--- config.mk ---
export PLATFORM = sky130hd
export DESIGN_NAME = fifo_wr_arb_flat
export DESIGN_NICKNAME = d
export VERILOG_FILES = /design/src/rtl/fifo_wr_arb_if.sv /design/src/rtl/fifo_wr_arb.sv /design/src/flat_wrapper.sv
export SDC_FILE = /design/constraint.sdc
export NUM_CORES = 1
export LEC_CHECK = 0
export ABC_AREA = 1
export BUFFER_PORTS_ARGS = -buffer_cell sky130_fd_sc_hd__buf_4
export CAP_MARGIN = 40
export CORE_MARGIN = 10
export CORE_UTILIZATION = 38
export CTS_CLUSTER_DIAMETER = 80
export DETAILED_ROUTE_END_ITERATION = 12
export PLACE_DENSITY = 0.78
export SLEW_MARGIN = 10
export SYNTH_ARGS = -nofsm -noshare
export SYNTH_HDL_FRONTEND = slang
export SYNTH_SLANG_ARGS = --single-unit
--- constraint.sdc ---
create_clock -name wrclk -period 2.2 [get_ports wrclk]
set_input_delay 0.11 -clock wrclk [delete_from_list [all_inputs] [get_ports wrclk]]
set_output_delay 0.11 -clock wrclk [all_outputs]
set_load 0.02 [all_outputs]
--- src/rtl/fifo_wr_arb_if.sv ---
// Requester/FIFO-write bundle for fifo_wr_arb. The master side holds the requesters and the
// FIFO push port; the slave side is the arbiter.
interface fifo_wr_arb_if #(
    parameter int unsigned WIDTH = 32,
    parameter int unsigned NREQ  = 4
);
    localparam int unsigned OW = $clog2(NREQ);

    logic [NREQ-1:0]       req;
    logic [NREQ*WIDTH-1:0] req_data;
    logic [NREQ-1:0]       gnt;
    logic                  fifo_wr_en;
    logic [WIDTH-1:0]      fifo_wr_data;
    logic                  fifo_wr_full;
    logic [OW-1:0]         owner;
    logic                  busy;

    modport master (
        output req, req_data, fifo_wr_full,
        input  gnt, fifo_wr_en, fifo_wr_data, owner, busy
    );

    modport slave (
        input  req, req_data, fifo_wr_full,
        output gnt, fifo_wr_en, fifo_wr_data, owner, busy
    );
endinterface

--- src/rtl/fifo_wr_arb.sv ---
// Round-robin burst arbiter: grants one of NREQ requesters the FIFO write port for up to BURST
// beats, handing over without an idle cycle when another requester is waiting.
module fifo_wr_arb #(
    parameter int unsigned WIDTH = 32,
    parameter int unsigned NREQ  = 4,
    parameter int unsigned BURST = 4
) (
    input logic          wrclk,
    input logic          wr_rst_n,
    fifo_wr_arb_if.slave bus
);
    localparam int unsigned OW = $clog2(NREQ);
    localparam int unsigned CW = $clog2(BURST) + 1;
    localparam logic [CW-1:0] LAST_BEAT = CW'(BURST - 1);

    typedef enum logic {StIdle, StOwn} state_e;

    state_e          state;
    logic [NREQ-1:0] gnt_q;
    logic [OW-1:0]   owner_q;
    logic [OW-1:0]   last_owner_q;
    logic [CW-1:0]   beat_cnt;
    logic            busy_q;

    logic            accept;
    logic            any_req;
    logic            release_own;
    logic            do_grant;
    logic            go_idle;
    logic [OW-1:0]   pick;
    logic [OW-1:0]   cand;
    logic            pick_found;
    int unsigned     idx;

    // Search from last_owner+1 upward with wrap; last_owner itself is tried last.
    always_comb begin
        pick       = last_owner_q;
        pick_found = 1'b0;
        cand       = '0;
        idx        = 0;
        for (int unsigned k = 1; k <= NREQ; k++) begin
            idx  = (32'(last_owner_q) + k) % NREQ;
            cand = OW'(idx);
            if (!pick_found && bus.req[cand]) begin
                pick       = cand;
                pick_found = 1'b1;
            end
        end
    end

    always_comb begin
        any_req     = |bus.req;
        accept      = (|(gnt_q & bus.req)) & ~bus.fifo_wr_full;
        release_own = (accept && (beat_cnt == LAST_BEAT)) || !bus.req[owner_q];
        do_grant    = (state == StIdle) ? any_req : (release_own && any_req);
        go_idle     = (state == StOwn) && release_own && !any_req;
    end

    always_ff @(posedge wrclk or negedge wr_rst_n) begin
        if (!wr_rst_n) begin
            state        <= StIdle;
            gnt_q        <= '0;
            owner_q      <= '0;
            last_owner_q <= OW'(NREQ - 1);
            beat_cnt     <= '0;
            busy_q       <= 1'b0;
        end else if (do_grant) begin
            state        <= StOwn;
            gnt_q        <= NREQ'(1) << pick;
            owner_q      <= pick;
            last_owner_q <= pick;
            beat_cnt     <= '0;
            busy_q       <= 1'b1;
        end else if (go_idle) begin
            state    <= StIdle;
            gnt_q    <= '0;
            beat_cnt <= '0;
            busy_q   <= 1'b0;
        end else if (accept) begin
            beat_cnt <= beat_cnt + 1'b1;
        end
    end

    // Write path is combinational so a beat lands in the same cycle it is accepted.
    assign bus.fifo_wr_en   = accept;
    assign bus.fifo_wr_data = accept ? bus.req_data[owner_q*WIDTH +: WIDTH] : '0;
    assign bus.gnt          = gnt_q;
    assign bus.owner        = owner_q;
    assign bus.busy         = busy_q;
endmodule

--- src/flat_wrapper.sv ---
// flat-port wrapper written by rule: the top's interface ports become plain ports
module fifo_wr_arb_flat 
#(
    parameter int unsigned WIDTH = 32,
    parameter int unsigned NREQ  = 4,
    parameter int unsigned BURST = 4
)
  (wrclk, wr_rst_n, bus_req, bus_req_data, bus_fifo_wr_full, bus_gnt, bus_fifo_wr_en, bus_fifo_wr_data, bus_owner, bus_busy);
  fifo_wr_arb_if #(.WIDTH(WIDTH), .NREQ(NREQ)) bus_i ();
  input logic wrclk;
  input logic wr_rst_n;
  input wire logic [$bits(bus_i.req)-1:0] bus_req;
  input wire logic [$bits(bus_i.req_data)-1:0] bus_req_data;
  input wire logic [$bits(bus_i.fifo_wr_full)-1:0] bus_fifo_wr_full;
  output wire logic [$bits(bus_i.gnt)-1:0] bus_gnt;
  output wire logic [$bits(bus_i.fifo_wr_en)-1:0] bus_fifo_wr_en;
  output wire logic [$bits(bus_i.fifo_wr_data)-1:0] bus_fifo_wr_data;
  output wire logic [$bits(bus_i.owner)-1:0] bus_owner;
  output wire logic [$bits(bus_i.busy)-1:0] bus_busy;
  assign bus_i.req = bus_req;
  assign bus_i.req_data = bus_req_data;
  assign bus_i.fifo_wr_full = bus_fifo_wr_full;
  assign bus_gnt = bus_i.gnt;
  assign bus_fifo_wr_en = bus_i.fifo_wr_en;
  assign bus_fifo_wr_data = bus_i.fifo_wr_data;
  assign bus_owner = bus_i.owner;
  assign bus_busy = bus_i.busy;
  fifo_wr_arb #(.WIDTH(WIDTH), .NREQ(NREQ), .BURST(BURST)) u_core (.wrclk(wrclk), .wr_rst_n(wr_rst_n), .bus(bus_i));
endmodule
==> summary.md <==
| Metric | Value |
|---|---|
| Mapped Avg Cell Area | `around 5.2 um^2` |
| Post-Syn Instances | `roughly 370` |
| RSZ-0062 raised after global routing | `false` |
| Fin crit period | `~1900 ps` |
| Per-cell routed wire length | `roughly 16 um` |
| Die area | `roughly 0.0083 mm^2` |
| Met1 usage | `roughly a quarter` |
| Post-synth EDFFs | `0` |
| Skew final | `4.460 ps` |
| Max Slew Vio Count | `0` |
| Most used DFF post-synth | `dfrtp_1` |
| # fillers | `466` |
| Post_cts resized | `0` |
| Die W | `91.33 um` |
| Worst R2R Path Depth | `10` |
| Reg area | `304.0 um^2` |
| Critical path required time | `roughly 2100 ps` |
| Final setup TNS | `0 ps` |
| Worst Hold Depth | `3` |
| Min-Delay Path Class | `input pin to flip-flop` |
| Final non-filler cell total | `roughly 600` |
| Asr flop ratio synth | `100.0%` |
| P_int | `1.705 mW` |
| Gr ovfl total | `0` |
| Sequential-to-total area share from yosys stat | `~16%` |
| Startpoint types | `flip-flop` |
| Cells taking the most area after synthesis | `nor2_1, o21ai_0, dfrtp_1` |
| Sw Share | `55.63%` |
| Worst-margin pin slew | `367.3 ps` |
| GRT busiest layer | `met2` |
| Diode count | `0` |
| Via count | `3001` |
| Total Nets Final | `668` |
| Mapped Area | `roughly 0.0019 mm^2` |
| Synth top area share | `25.44%` |
| TritonCTS clock tree | `built` |
| Vias per inst | `between 5 and 6` |
| CP Capture Type | `primary output` |
| H-tree depth | `1` |
| Routability cong. | `0.8720` |
| Arrival time worst endpoint | `about 1800 ps` |
| Pin count of the biggest net entering global routing | `68` |
| Achievable Freq | `roughly 0.53 GHz` |
| Switching pwr | `2.137 mW` |
| Setup-failing EPs final | `0` |
| Final hold slack | `between 200 and 250 ps` |
| CTS sink count | `12` |
| Final WL | `~9.3 mm` |
| Maximum fanout along the worst path | `28` |
| Die H | `between 90 and 100 um` |
| Antenna violations before repair | `0` |
| Reg clk slew, reported paths | `around 50 ps` |
| Ports | `about 180` |
| Setup CP Type | `flip-flop to primary output` |
| Worst reg-to-reg setup slack | `around 540 ps` |
| Fraction of layout cells with a size suffix above 1 | `~40%` |
| Tcrit/Tclk final | `around 85%` |
| Peak VDD IR | `~0.86 mV` |
| Syn-to-layout area delta | `73.59%` |
| Rel. slew slack | `between 70% and 80%` |
| Leak Pwr | `between 1.5 and 2 nW` |
| Gr usage total | `21.06%` |
| Cell variety after synth | `27` |
| Pwr per Cell Area | `~1100 mW/mm^2` |
| IO Port Bufs | `about 170` |
| Placed Cells incl. Taps | `slightly below 600` |
| Fin. Hold Viols | `0` |
| DRC viols | `0` |
| Inserted Clock Buffers | `3` |
| Routed Antenna Nets | `0` |
| WHS Endpoint | `u_core.bus.busy` |
| Vias in the first global route | `2912` |
| Clock share of power | `roughly 6.4%` |
| Row count | `25` |
| Clk_lat worst skew | `250 ps` |
| GR Util met3 | `just under 6%` |
| #FFs+latches synth | `12` |
| Logic pwr share | `82.3%` |
| Worst hold start | `bus_req[2]` |
| Reg power frac | `a little under an eighth` |
| Clk Tree Root Cell | `clkbuf_8` |
| MaxCap Viol Count | `0` |
| Area occupied by multi-input gates | `0.001461 mm^2` |
| First-pass GRT wire length | `between 10 and 15 mm` |
| Reg-to-Reg Start | `u_core.last_owner_q[0]` |
| DR pass1 iterations | `4` |
| Reg2reg end | `u_core.bus.owner[1]` |
| CTS Buffer Depth | `2` |
| Synthesized Nets | `approximately 510` |
| DPL Wire Length | `between 7 and 8 mm` |
| Starting Density | `between 40% and 50%` |
| Met2 usage | `35.86%` |
| Dominant cell type by area after synthesis | `nor2_1` |
| DR iter-0 viols | `138` |
| Yosys warnings | `0` |
| Status | `completed` |
| Area of the core | `0.004817 mm^2` |
[synth_stat cells (2+ instances only)]
| cell | number |
|---|---|
| a21oi_1 | 37 |
| inv_1 | 7 |
| buf_2 | 8 |
| buf_1 | 2 |
| clkbuf_1 | 14 |
| nor2_1 | 131 |
| o21ai_1 | 3 |
| nand2_4 | 5 |
| dfstp_2 | 2 |
| nand3_1 | 9 |
| o21ai_0 | 64 |
| nand3_2 | 2 |
| dfrtp_1 | 10 |
| nand2_2 | 8 |
| ha_1 | 2 |
| nand2_1 | 47 |
| nand4_1 | 2 |
| a21boi_1 | 2 |
| inv_2 | 6 |
[power by group through the flow]
stage	Sequential (mW)	Clock (mW)	Combinational [mW]
3_3_place_gp	0.430	0	3.13
3_5_place_dp	0.435	0	3.18
5_1_grt	0.446	0.258	3.57
4_1_cts	0.431	0.252	3.19
6_report	0.433	0.247	3.16
2_1_floorplan	0.436	0	2.20
[worst max-delay path by stage]
| stage | from | end | slack (ps) | cells after the start |
|---|---|---|---|---|
| 2_1_floorplan | u_core.bus.owner[1] | bus_fifo_wr_data[23] | 600 | 6 |
| 3_3_place_gp | u_core.last_owner_q[0] | u_core.last_owner_q[0] | 600 | 10 |
| 3_5_place_dp | u_core.last_owner_q[0] | u_core.bus.owner[1] | 550 | 10 |
| 4_1_cts | u_core.bus.owner[0] | bus_fifo_wr_data[6] | 320 | 5 |
| 5_1_grt | u_core.bus.owner[0] | bus_fifo_wr_data[7] | 180 | 5 |
| 6_report | u_core.bus.owner[0] | bus_fifo_wr_data[6] | 330 | 5 |
[placed cells by master (no fill, tap or decap)]
master	Yosys	layout
dfrtp_2	0	1
o21ai_0	64	64
dlygate4sd3_1	0	1
nand4_1	2	2
a21oi_1	37	37
nand3_1	9	9
and3b_1	1	1
nor2_2	1	1
dfrtp_1	10	9
nor2_1	131	131
ha_1	2	2
dfstp_2	2	2
clkbuf_8	0	4
nand2_1	47	47
nand2_4	5	5
o21ai_2	1	1
inv_6	1	1
nand3_2	2	2
nand2_2	8	8
o21a_1	1	1
or2_1	1	1
nor2_4	1	1
buf_12	0	2
a21boi_1	2	2
inv_1	7	7
buf_4	0	179
inv_2	6	6
o21ai_1	3	3
[area by class of cell]
type | count | area share, %
sequential | 12 | 9.060
timing repair buffer | 182 | 41.54
clock buffer | 4 | 1.641
multi-input combinational | 318 | 43.55
tap | 67 | 2.498
inverter | 14 | 1.715
[metrics by stage]
step | setup slack (ps) | cell area (um^2) | util [%] | power, mW
global route | 177.6 | 3356 | 69.66 | 4.273
global placement | 601.1 | 3291 | 68.31 | 3.564
detailed placement | 547.0 | 3291 | 68.31 | 3.610
finish | 325.1 | 3356 | 69.66 | 3.842
CTS | 322.9 | 3356 | 69.66 | 3.871
floorplan | 595.8 | 1933 | - | 2.640
[state kept, by name (all words and copies together) (netlist names)]
signal	cells
u_core.last_owner_q	2
u_core.bus.owner	2
u_core.bus.busy	1
u_core.beat_cnt	3
u_core.bus.gnt	4
[critical path, cell delays in order (launching register included)]
cell	delay [ps]
dfrtp_2	420
inv_2	290
buf_4	320
o21ai_0	130
a21oi_1	180
buf_4	170
[repair_timing]
| item | CTS | global route |
|---|---|---|
| endpoints found under the hold margin | 12 | 0 |
| buffers inserted | 0 | 0 |
| hold buffers | 1 | 0 |
[per-layer routing]
| metal | share of wire [%] | wire, um | vias up |
|---|---|---|---|
| li1 | - | - | 1517 |
| met1 | 40 | 3739 | 1328 |
| met2 | 49 | 4504 | 141 |
| met3 | 9.0 | 832 | 15 |
| met4 | 2.1 | 193 | 0 |
| met5 | 0 | 0 | - |
[cell families after synthesis]
logic type               share of synthesized area, %
adder cells (fa/ha/maj)                         1.294
buffers and inverters                           8.738
flip-flops                                      15.66
AND/OR/NAND/NOR                                 45.76
AO/OA/AOI/OAI                                   28.54
(Power assumes the default switching activity.)
